File: config.mk
export PLATFORM = sky130hd
export DESIGN_NAME = health_test_sched_flat
export DESIGN_NICKNAME = d
export VERILOG_FILES = /design/src/rtl/health_test_sched_if.sv /design/src/rtl/health_test_sched.sv /design/src/flat_wrapper.sv
export SDC_FILE = /design/constraint.sdc
export NUM_CORES = 1
export LEC_CHECK = 0
export ABC_AREA = 1
export CAP_MARGIN = 15
export CORE_UTILIZATION = 60
export DETAILED_ROUTE_END_ITERATION = 12
export DONT_BUFFER_PORTS = 1
export GPL_TIMING_DRIVEN = 0
export PLACE_DENSITY = 0.74
export SYNTH_ARGS = -nofsm -noshare
export SYNTH_HDL_FRONTEND = slang
export SYNTH_SLANG_ARGS = --single-unit
export TNS_END_PERCENT = 30
File: constraint.sdc
create_clock -name i_clk -period 2.7 [get_ports i_clk]
set_input_delay 0.135 -clock i_clk [delete_from_list [all_inputs] [get_ports i_clk]]
set_output_delay 0.135 -clock i_clk [all_outputs]
set_load 0.01 [all_outputs]
File: src/rtl/health_test_sched_if.sv
// Purpose : bundles the scheduler's source, controller and test-engine signals.
// Ports   : req/src_bit/tst_pass into the scheduler; gnt/done/result/fail_lat/busy/tst_rst/tst_rand out.
// Modports: slave = scheduler side, master = environment (sources, controller, engine).
interface health_test_sched_if;
    logic [1:0] req;       // per-source test request, level
    logic [1:0] src_bit;   // per-source random bit
    logic [1:0] gnt;       // one-hot grant
    logic [1:0] done;      // per-source completion pulse
    logic [1:0] result;    // per-source last outcome, 1 = pass
    logic [1:0] fail_lat;  // sticky per-source failure
    logic       busy;      // scheduler not idle
    logic       tst_rst;   // synchronous clear to the engine
    logic       tst_rand;  // bit stream to the engine
    logic       tst_pass;  // engine verdict

    modport slave (
        input  req, src_bit, tst_pass,
        output gnt, done, result, fail_lat, busy, tst_rst, tst_rand
    );

    modport master (
        output req, src_bit, tst_pass,
        input  gnt, done, result, fail_lat, busy, tst_rst, tst_rand
    );
endinterface

File: src/rtl/health_test_sched.sv
// Purpose : time-shares one runs/monobit test engine between two entropy sources, round-robin, with retry.
// Latency : grant one cycle after req; one attempt = 1 + N + RES_LAT + 1 cycles; done on the edge leaving DONE.
// Backpressure: none; a source holds req until its done, dropping it mid-test aborts the attempt.
// Ports   : i_clk, i_rst_n (async active-low), bus (health_test_sched_if.slave).
module health_test_sched #(
    parameter int N         = 20000,  // bits per test window, 2..32767
    parameter int RES_LAT   = 2,      // engine decision latency in cycles, 1..8
    parameter int MAX_RETRY = 1       // retries after a failed attempt, 0..3
) (
    input  logic                 i_clk,
    input  logic                 i_rst_n,
    health_test_sched_if.slave   bus
);

    localparam logic [14:0] LP_BCNT_LAST = 15'(N - 1);
    localparam logic [2:0]  LP_WCNT_LAST = 3'(RES_LAT - 1);
    localparam logic [1:0]  LP_MAX_RETRY = 2'(MAX_RETRY);

    typedef enum logic [2:0] {
        S_IDLE   = 3'd0,
        S_CLR    = 3'd1,
        S_STREAM = 3'd2,
        S_WAIT   = 3'd3,
        S_DONE   = 3'd4
    } state_t;

    state_t      r_state;
    logic [1:0]  r_gnt;
    logic        r_gidx;     // index of the granted source
    logic        r_rr;       // source with priority at the next IDLE decision
    logic [1:0]  r_retry;
    logic [14:0] r_bcnt;
    logic [2:0]  r_wcnt;
    logic [1:0]  r_done;
    logic [1:0]  r_result;
    logic [1:0]  r_fail;
    logic        r_busy;
    logic        r_tst_rst;

    logic        w_req_g;
    logic        w_pick;
    logic        w_tst_rand;

    // Request of the source currently under test; low means abort.
    assign w_req_g = bus.req[r_gidx];

    // Round-robin pick: rr wins if requesting, otherwise the other source.
    assign w_pick  = bus.req[r_rr] ? r_rr : ~r_rr;

    // The engine only ever sees live source bits while streaming.
    assign w_tst_rand = (r_state == S_STREAM) ? bus.src_bit[r_gidx] : 1'b0;

    always_ff @(posedge i_clk or negedge i_rst_n) begin
        if (!i_rst_n) begin
            r_state   <= S_IDLE;
            r_gnt     <= 2'b00;
            r_gidx    <= 1'b0;
            r_rr      <= 1'b0;
            r_retry   <= 2'd0;
            r_bcnt    <= 15'd0;
            r_wcnt    <= 3'd0;
            r_done    <= 2'b00;
            r_result  <= 2'b00;
            r_fail    <= 2'b00;
            r_busy    <= 1'b0;
            r_tst_rst <= 1'b1;
        end else begin
            r_done <= 2'b00;
            case (r_state)
                S_IDLE: begin
                    r_retry   <= 2'd0;
                    r_tst_rst <= 1'b1;
                    if (|bus.req) begin
                        r_gidx  <= w_pick;
                        r_gnt   <= w_pick ? 2'b10 : 2'b01;
                        r_state <= S_CLR;
                        r_busy  <= 1'b1;
                    end
                end

                S_CLR: begin
                    r_bcnt <= 15'd0;
                    if (!w_req_g) begin
                        r_state   <= S_IDLE;
                        r_gnt     <= 2'b00;
                        r_busy    <= 1'b0;
                        r_tst_rst <= 1'b1;
                    end else begin
                        r_state   <= S_STREAM;
                        r_tst_rst <= 1'b0;
                    end
                end

                S_STREAM: begin
                    if (!w_req_g) begin
                        r_state   <= S_IDLE;
                        r_gnt     <= 2'b00;
                        r_busy    <= 1'b0;
                        r_tst_rst <= 1'b1;
                    end else if (r_bcnt == LP_BCNT_LAST) begin
                        // Compare before increment so the counter never wraps.
                        r_state <= S_WAIT;
                        r_wcnt  <= 3'd0;
                    end else begin
                        r_bcnt <= r_bcnt + 15'd1;
                    end
                end

                S_WAIT: begin
                    if (!w_req_g) begin
                        r_state   <= S_IDLE;
                        r_gnt     <= 2'b00;
                        r_busy    <= 1'b0;
                        r_tst_rst <= 1'b1;
                    end else if (r_wcnt == LP_WCNT_LAST) begin
                        r_state <= S_DONE;
                    end else begin
                        r_wcnt <= r_wcnt + 3'd1;
                    end
                end

                S_DONE: begin
                    if (!bus.tst_pass && (r_retry < LP_MAX_RETRY)) begin
                        // Retry: keep the grant, re-clear the engine, no report yet.
                        r_retry   <= r_retry + 2'd1;
                        r_state   <= S_CLR;
                        r_tst_rst <= 1'b1;
                    end else begin
                        r_result[r_gidx] <= bus.tst_pass;
                        if (!bus.tst_pass) begin
                            r_fail[r_gidx] <= 1'b1;
                        end
                        r_done[r_gidx] <= 1'b1;
                        r_rr           <= ~r_gidx;
                        r_state        <= S_IDLE;
                        r_gnt          <= 2'b00;
                        r_busy         <= 1'b0;
                        r_tst_rst      <= 1'b1;
                    end
                end

                default: begin
                    r_state   <= S_IDLE;
                    r_gnt     <= 2'b00;
                    r_busy    <= 1'b0;
                    r_tst_rst <= 1'b1;
                end
            endcase
        end
    end

    assign bus.gnt      = r_gnt;
    assign bus.done     = r_done;
    assign bus.result   = r_result;
    assign bus.fail_lat = r_fail;
    assign bus.busy     = r_busy;
    assign bus.tst_rst  = r_tst_rst;
    assign bus.tst_rand = w_tst_rand;

endmodule

File: src/flat_wrapper.sv
// flat-port wrapper written by rule: the top's interface ports become plain ports
module health_test_sched_flat 
#(
    parameter int N         = 20000,                                   
    parameter int RES_LAT   = 2,                                                
    parameter int MAX_RETRY = 1                                              
)
  (i_clk, i_rst_n, bus_req, bus_src_bit, bus_tst_pass, bus_gnt, bus_done, bus_result, bus_fail_lat, bus_busy, bus_tst_rst, bus_tst_rand);
  health_test_sched_if bus_i ();
  input  logic i_clk;
  input  logic i_rst_n;
  input wire logic [$bits(bus_i.req)-1:0] bus_req;
  input wire logic [$bits(bus_i.src_bit)-1:0] bus_src_bit;
  input wire logic [$bits(bus_i.tst_pass)-1:0] bus_tst_pass;
  output wire logic [$bits(bus_i.gnt)-1:0] bus_gnt;
  output wire logic [$bits(bus_i.done)-1:0] bus_done;
  output wire logic [$bits(bus_i.result)-1:0] bus_result;
  output wire logic [$bits(bus_i.fail_lat)-1:0] bus_fail_lat;
  output wire logic [$bits(bus_i.busy)-1:0] bus_busy;
  output wire logic [$bits(bus_i.tst_rst)-1:0] bus_tst_rst;
  output wire logic [$bits(bus_i.tst_rand)-1:0] bus_tst_rand;
  assign bus_i.req = bus_req;
  assign bus_i.src_bit = bus_src_bit;
  assign bus_i.tst_pass = bus_tst_pass;
  assign bus_gnt = bus_i.gnt;
  assign bus_done = bus_i.done;
  assign bus_result = bus_i.result;
  assign bus_fail_lat = bus_i.fail_lat;
  assign bus_busy = bus_i.busy;
  assign bus_tst_rst = bus_i.tst_rst;
  assign bus_tst_rand = bus_i.tst_rand;
  health_test_sched #(.N(N), .RES_LAT(RES_LAT), .MAX_RETRY(MAX_RETRY)) u_core (.i_clk(i_clk), .i_rst_n(i_rst_n), .bus(bus_i));
endmodule
==> run summary, run 1 <==
The number of enable-type register cells in the synthesized netlist is 0. The analysis attributes to cell leakage a power of 0.00108 uW. The category of the worst setup path launch point is a register. The most used standard cell by instance count after synthesis is sky130_fd_sc_hd__nand2_1. The count of state elements after synthesis is 35. Internal power comes to 996 uW.

Dividing the final minimum period by the clock period gives 0.704. In this run, the number of DRC markers left after iteration 0 of detailed routing was 155. The relative max-transition margin is 0.642.

The final-layout fill cell count is 275. Of the total synthesized cell area, the portion taken by full adders, half adders and majority gates is 0.0245. The first TritonRoute pass finished after 4 iterations.

The largest net degree at the start of global routing came out at 36. The worst setup path is captured at a primary output. Measured along the x axis, the die boundary spans 60.4 um. The overall global routing resource usage is 0.260. The register area share after synthesis is 0.429. In this run the count of I/O pins placed on the die edge is 18.

The total via count after detailed routing is 1777. The area fraction in compound gates after synthesis came out at 0.0643. The via count of the first global-routing pass came out at 1652.

The count of cell types in the netlist came out at 27. The number of clock sinks seen by CTS came out at 35. Sorting the synthesized cells by area gives the leading types as sky130_fd_sc_hd__dfrtp_1 42%, sky130_fd_sc_hd__nand2_1 16%, sky130_fd_sc_hd__nor2_1 7.9%.

The total power per unit cell area is 741 nW/um^2. The number of I/O port buffers came out at 0. Setup repair after global routing left no endpoint under its margin. The maximum frequency from static timing analysis is 526 MHz. Data on the critical path arrives at its endpoint at 1770 ps. The worst setup path is of the register to primary output kind. For this design the total switching power over the nets is 644 uW. In the global route stage, met1 resource usage came out at 0.361. The number of hold violations in the final report came out at 0.

For the worst-skew pair, the clock arrives at the later sink with an insertion delay of 340 ps. The pre-CTS setup slack came out at 1090 ps. Synthesis produced a netlist whose cell count is 285. The placer's final routability congestion estimate came out at 0.888. Of the total power, the share spent switching nets is 0.393.

The clock input transition at the sequential cells of the worst setup and hold paths came out at 110 ps. Of the total power, the clock network draws 0.242. The die covers 3640 um^2. The power share of the combinational group is 0.320. The flow ran to the end, and the final reports show no timing, DRC or antenna violations. The core region is 3150 um^2. The final setup slack of the worst path came out at 799 ps. The antenna cell count came out at 0. The aggregate negative setup slack is 0 ps.

The total of endpoints with negative setup slack in the final report came out at 0. Overall power consumption after layout is estimated at 1640 uW. The path class of the tightest hold or removal check is primary input to register.

The slew at the pin closest to its max-slew limit came out at 537 ps. In this run the worst path has a maximum fanout of 10. The routed wire length came out at 4140 um. The number of buffers created by CTS is 5.

The proportion of netlist area held by the largest area contributor came out at 0.416. The setup skew after layout is 17.5 ps. The fraction of synthesized cell area in xor and xnor cells is 0.0171. After floorplanning, the core was divided into 20 placement rows. The data required time of the critical path is 2570 ps. From bottom edge to top edge, the die measures 60.4 um.

The number of antenna violations at the first check in global routing came out at 0. The count of instances resized after the clock tree is built came out at 0. The number of vias per cell after detailed routing is 5.24. The TritonCTS clock tree is yes. The library cell with the largest summed area after synthesis is sky130_fd_sc_hd__dfrtp_1.

The number of nets in the final layout is 305. The post-layout minimum cycle time is 1900 ps. The initial standard-cell utilization of the core is 0.648. met2 is the most crowded layer.

Of the total synthesized cell area, the portion taken by AND, OR, NAND and NOR gates is 0.383. For this run the aggregate overflow at the end of global routing stands at 0. The fraction of met3 tracks used by global routing came out at 0.0554. The remaining number of nets flagged by the antenna check after routing is 0. The first-pass GRT wire length came out at 7000 um. After synthesis, the most frequently instantiated cells are 85 x sky130_fd_sc_hd__nand2_1, 43 x sky130_fd_sc_hd__nor2_1, 34 x sky130_fd_sc_hd__dfrtp_1, 33 x sky130_fd_sc_hd__inv_1, 31 x sky130_fd_sc_hd__nand3_1. The share of synthesized registers carrying an async set or reset came out at 1.00. The most instantiated flip-flop cell in the synthesis netlist is sky130_fd_sc_hd__dfrtp_1. The number of pins exceeding their max-slew limit in the final report is 0.

The number of levels in the clock H-tree is 2. By area, the combinational part of the netlist is dominated by simple AND/OR/NAND/NOR gates. The net count after synthesis came out at 296. The final routed DRC violation total came out at 0. The tree is rooted in a sky130_fd_sc_hd__clkbuf_4.

The number of warning messages in the yosys log is 0. The layout-stage area growth over the synthesis result is 8.39%. Dividing the detail-routed wire length by the instance count gives 12.2 um. VDD sags by at most 0.575 mV.

In the final layout, the share of cells above drive strength 1 is 0.0949. The half-perimeter wire length after placement is 3050 um. The max-cap check violation count is 0. The share of cell area taken by muxes after synthesis came out at 0. The clock tree buffer depth is 2. The mean post-synth cell area came out at 7.17 um^2.

The met2 track demand over resource came out at 0.399. The sequential power share is 0.438. The mapped cell area came out at 2040 um^2.
path summary, 6_finish.rpt:
check	from	endpoint	slack [ps]	cells past startpoint
max	u_core.r_state[2]	bus_tst_rand	800	6
max in group asynchronous	i_rst_n	u_core.bus.tst_rst	2210	2
min	bus_req[1]	u_core.bus.gnt[0]	20	3
min reg2reg	u_core.r_retry[1]	u_core.r_retry[1]	480	2
min in group asynchronous	i_rst_n	u_core.r_bcnt[3]	220	2
max reg2reg	u_core.r_bcnt[0]	u_core.r_bcnt[12]	1050	9
power by group through the flow:
| stage | Clock, uW | Combinational [uW] | Sequential [uW] |
|---|---|---|---|
| floorplan | 0 | 399 | 711 |
| global placement | 0 | 501 | 731 |
| detailed placement | 0 | 509 | 731 |
| CTS | 401 | 526 | 720 |
| global route | 424 | 592 | 733 |
| finish | 397 | 524 | 719 |
worst max-delay path: stages, from the launching register on:
cell	delay, ps
sky130_fd_sc_hd__dfrtp_1	420
sky130_fd_sc_hd__inv_2	120
sky130_fd_sc_hd__nand2_4	70
sky130_fd_sc_hd__nor2_4	160
sky130_fd_sc_hd__inv_2	90
sky130_fd_sc_hd__clkbuf_1	270
sky130_fd_sc_hd__a21oi_1	300
state kept, by name, summed over array words and instances, names as in the netlist:
name / flops
u_core.r_gidx: 1
u_core.r_state: 3
u_core.bus.busy: 1
u_core.bus.gnt: 2
u_core.r_wcnt: 3
u_core.bus.result: 2
u_core.r_bcnt: 15
u_core.r_retry: 2
u_core.bus.tst_rst: 1
u_core.bus.fail_lat: 2
u_core.bus.done: 2
u_core.r_rr: 1
cells by family after synthesis:
family | count (synthesis)
AOI/OAI and AO/OA | 23
xor gates and xnor gates | 4
adders and majority gates | 4
buffers and inverters | 41
DFF | 35
and+or+nand+nor | 178
stage by stage:
| stage | util | std cells | hold WS [ps] | area, um^2 |
|---|---|---|---|---|
| finish | 0.702 | 339 | 24.8 | 2210 |
| global route | 0.702 | 339 | 40.8 | 2210 |
| CTS | 0.702 | 339 | 24.2 | 2210 |
| detailed placement | 0.665 | 329 | -160 | 2100 |
| global placement | 0.665 | 329 | -160 | 2100 |
| floorplan | - | 285 | -161 | 2040 |
layout by cell type (no fill, tap or decap), types with 2 or more instances in the layout:
cell type	netlist	routed
sky130_fd_sc_hd__nand3_2	2	2
sky130_fd_sc_hd__nand2_1	85	85
sky130_fd_sc_hd__o21ai_0	14	14
sky130_fd_sc_hd__inv_2	3	3
sky130_fd_sc_hd__dfrtp_1	34	34
sky130_fd_sc_hd__nand2_4	3	3
sky130_fd_sc_hd__clkbuf_4	0	5
sky130_fd_sc_hd__nor3_1	4	4
sky130_fd_sc_hd__o21ai_2	3	3
sky130_fd_sc_hd__nand3_1	31	31
sky130_fd_sc_hd__nor2_1	43	43
sky130_fd_sc_hd__a21oi_1	3	3
sky130_fd_sc_hd__inv_1	33	33
sky130_fd_sc_hd__clkbuf_1	2	2
sky130_fd_sc_hd__or2_2	2	2
sky130_fd_sc_hd__ha_1	4	4
sky130_fd_sc_hd__xor2_1	3	3
sky130_fd_sc_hd__nor2_4	2	2
sky130_fd_sc_hd__nand4_1	5	5
layout make-up:
cell class / instances / area [um^2] / area share
Multi-Input combinational cell: 209 / 1000 / 0.451
Sequential cell: 35 / 877 / 0.396
Inverter: 36 / 135 / 0.0610
Tap cell: 44 / 55.1 / 0.0249
Clock buffer: 6 / 51.3 / 0.0232
Clock inverter: 2 / 35.0 / 0.0158
Buffer: 5 / 31.3 / 0.0141
Timing Repair Buffer: 2 / 30.0 / 0.0136
repair_timing:
action | 4_1_cts | 5_1_grt
hold buffers | 2 | 0
endpoints found under the hold margin | 35 | 0
setup buffers | 0 | 0
routing by layer:
metal	up-vias	routed length, um
met5	-	0
met4	0	59
met3	7	222
met2	45	1850
li1	916	-
met1	809	2000
Power figures use the tool's default switching activity.
==> run 2: changes to the inputs <==
Clock period 2.7 ns to 1.75 ns, I/O delays scaled along.
==> run summary, run 2 (synthesized netlist as in run 1, its figures left out) <==
Run status: complete, no violations (unchanged). The standard-cell row count came out at 20 (unchanged). The cell type with the highest occurrence count on the critical path was sky130_fd_sc_hd__nand2_1 (was sky130_fd_sc_hd__inv_2). The layout-stage area growth over the synthesis result is 9.98% (was 8.39%). The initial standard-cell utilization of the core came out at 0.648 (unchanged). The chip height is 60.4 um (unchanged).

The antenna cell count is 0 (unchanged). The total of endpoints with negative setup slack in the final report is 0 (unchanged). The number of hold violations in the final report was 0 (unchanged).

The post-layout minimum cycle time came out at 1650 ps. The placer's final routability congestion estimate is 0.888 (unchanged). The leakage power figure is 0.00109 uW (was 0.00108 uW). The first-pass GRT wire length is 7030 um (was 7000 um). The half-perimeter wire length after placement came out at 3050 um (unchanged).

The number of I/O port buffers was 0 (unchanged). The width of the die is 60.4 um (unchanged). The category of the most critical setup path is register to register (was register to primary output). The via count of the first global-routing pass came out at 1657 (was 1652).

The remaining number of nets flagged by the antenna check after routing is 0 (unchanged). The number of buffers created by CTS is 5 (unchanged). The total power per unit cell area is 1140 nW/um^2 (was 741 nW/um^2). The share of total power in the clock network is 0.238 (was 0.242). The core region area was 3150 um^2 (unchanged).

The total via count after detailed routing came out at 1810 (was 1777). The maximum resistive drop on vdd is 0.881 mV (was 0.575 mV). The final setup slack of the worst path was 105 ps (was 799 ps).

The switching part of the total power came out at 0.394 (was 0.393). The pre-CTS setup slack came out at 141 ps (was 1090 ps). The max-cap check violation count is 0 (unchanged).

The endpoint type of the worst setup path is a register (was primary output). The total net switching power came out at 1010 uW (was 644 uW). Top flop regs: u_core.r_bcnt x15, u_core.r_state x3, u_core.r_wcnt x3 (unchanged).

The flip-flop count of the largest register after layout was 15 (unchanged). The final-layout fill cell count is 272 (was 275). The number of vias per cell after detailed routing is 5.31 (was 5.24).

The maximum frequency from static timing analysis came out at 608 MHz. The slew at the pin closest to its max-slew limit came out at 503 ps (was 537 ps). The most frequent standard cell in the layout excluding fill and tap cells is sky130_fd_sc_hd__nand2_1 (unchanged). The cell internal power dissipation is 1560 uW (was 996 uW).

The flip-flop and latch area came out at 877 um^2 (unchanged). The number of optimization iterations in the first detailed-route pass came out at 4 (unchanged). The maximum fanout along the worst path is 10 (unchanged). The routed wire length came out at 4220 um (was 4140 um). The relative max-transition margin is 0.664 (was 0.642).

The overall global routing resource usage was 0.262 (was 0.260). Unrepaired setup endpoints after global routing: yes (was no). The largest net degree at the start of global routing came out at 36 (unchanged).

The number of antenna violations at the first check in global routing came out at 0 (unchanged). The clock input transition at the sequential cells of the worst setup and hold paths came out at 120 ps (was 110 ps). The critical path's slowest cell is sky130_fd_sc_hd__dfrtp_1 (unchanged). The number of buffer and inverter stages on the critical path is 1 (was 3). The overall die area is 3640 um^2 (unchanged). The number of clock sinks seen by CTS was 35 (unchanged). The endpoint arrival time on the critical path came out at 1870 ps (was 1770 ps). The total area of multi-input combinational cells came out at 1010 um^2 (was 1000 um^2). The clock tree buffer depth is 2 (unchanged). The final routed DRC violation total is 0 (unchanged).

The root buffer cell is sky130_fd_sc_hd__clkbuf_4 (unchanged). The number of levels in the clock H-tree is 2 (unchanged). The setup skew after layout is 18.2 ps (was 17.5 ps). The clock latency at the later pin of the worst-skew pair is 340 ps (about the same). The power share of the combinational group is 0.329 (was 0.320). The number of violations reported at the end of detailed-routing iteration 0 was 154 (was 155). The number of cells in the design after placement is 329 (unchanged). Dividing the final minimum period by the clock period gives 0.940. The type of the tightest min-delay check is primary input to register (unchanged). The TritonCTS clock tree was yes (unchanged).

The longest individual stage delay on the worst path is 430 ps (was 420 ps). The top register by number of flip-flops is u_core.r_bcnt (unchanged). The sequential power share came out at 0.432 (was 0.438). The fraction of final layout cells with drive strength greater than 1 is 0.104 (was 0.0949). The category of the worst setup path launch point is a register (unchanged).

The I/O pin count came out at 18 (unchanged). The number of pins exceeding their max-slew limit in the final report is 0 (unchanged). Cell Chain, Critical Path: ha_2, nand3_1, nor2_1, nand2_1, nand2_4, nand2_4, buf_6, nand2_1, nand2_1 (was inv_2, nand2_4, nor2_4, inv_2, clkbuf_1, a21oi_1). Most frequent cells in the layout: 85 x sky130_fd_sc_hd__nand2_1, 43 x sky130_fd_sc_hd__nor2_1, 34 x sky130_fd_sc_hd__dfrtp_1 (unchanged). The final global-route overflow total is 0 (unchanged). The number of nets in the final layout came out at 307 (was 305). The utilization after layout is 0.713 (was 0.702). The cell type group with the largest total delay on the critical path is simple AND/OR/NAND/NOR gates (was buffers and inverters).

The routed wire length per instance came out at 12.4 um (was 12.2 um). The data required time of the critical path is 1980 ps (was 2570 ps). The final cell count without fillers was 341 (was 339).
## run 2: cell types whose count changed in the layout (fill, tap and decap cells not counted), sizes merged
cell	previous run	this run
dlygate4sd3	1	3
buf	4	5
clkbuf	8	7
## run 2: cell type report
class                      instances  share of cell area
sequential                        35               0.390
clock buffer                       6              0.0228
tap                               44              0.0245
timing repair buffer               5              0.0256
clock inverter                     2              0.0156
buffer                             4              0.0122
multi-input combinational        209               0.448
inverter                          36              0.0612
## run 2: metrics by stage
step	total power, uW	setup TNS [ps]	hold WS [ps]	instance area (um^2)
after floorplan	1710	0	-208	2040
after global placement	1900	0	-207	2100
after detailed placement	1910	0	-207	2100
after CTS	2560	0	8.79	2230
after global routing	2730	-27.8	11.1	2250
final	2570	0	28.1	2250
## run 2: worst paths after layout
path / startpoint / endpoint / slack [ps] / depth (start not counted)
min in group asynchronous: i_rst_n / u_core.r_bcnt[4] / 180 / 2
max in group asynchronous: i_rst_n / u_core.bus.tst_rst / 1310 / 2
setup / recovery: u_core.r_bcnt[0] / u_core.r_bcnt[12] / 100 / 9
hold reg to reg: u_core.r_retry[1] / u_core.r_retry[1] / 480 / 2
setup reg to reg: u_core.r_bcnt[0] / u_core.r_bcnt[12] / 100 / 9
hold / removal: bus_tst_pass / u_core.bus.result[0] / 30 / 4
## run 2: power by group through the flow
stage	logic (uW)	registers (uW)	clock network, uW
6_report	846	1110	613
5_1_grt	946	1130	654
4_1_cts	827	1110	618
3_5_place_dp	786	1130	0
3_3_place_gp	773	1130	0
2_1_floorplan	615	1100	0
## run 2: timing repair
item | 4_1_cts | 5_1_grt
buffers inserted | 0 | 1
hold endpoints to repair | 37 | 0
hold buffers | 4 | 0
gates resized for setup | 1 | 3
pin swaps | 0 | 0
setup endpoints to repair | 1 | 9
## run 2: metal layers
metal / track usage / routed length, um
met1: 0.365 / 2070
met4: 0.103 / 46
met3: 0.0554 / 252
met5: 0 / 0
met2: 0.400 / 1860
## run 2: worst reg2reg max path, cell delays in order, from the launching register on
cell and delay [ps]:
sky130_fd_sc_hd__dfrtp_1 430, sky130_fd_sc_hd__ha_2 210, sky130_fd_sc_hd__nand3_1 150, sky130_fd_sc_hd__nor2_1 130, sky130_fd_sc_hd__nand2_1 130, sky130_fd_sc_hd__nand2_4 120, sky130_fd_sc_hd__nand2_4 90, sky130_fd_sc_hd__buf_6 160
sky130_fd_sc_hd__nand2_1 70, sky130_fd_sc_hd__nand2_1 50
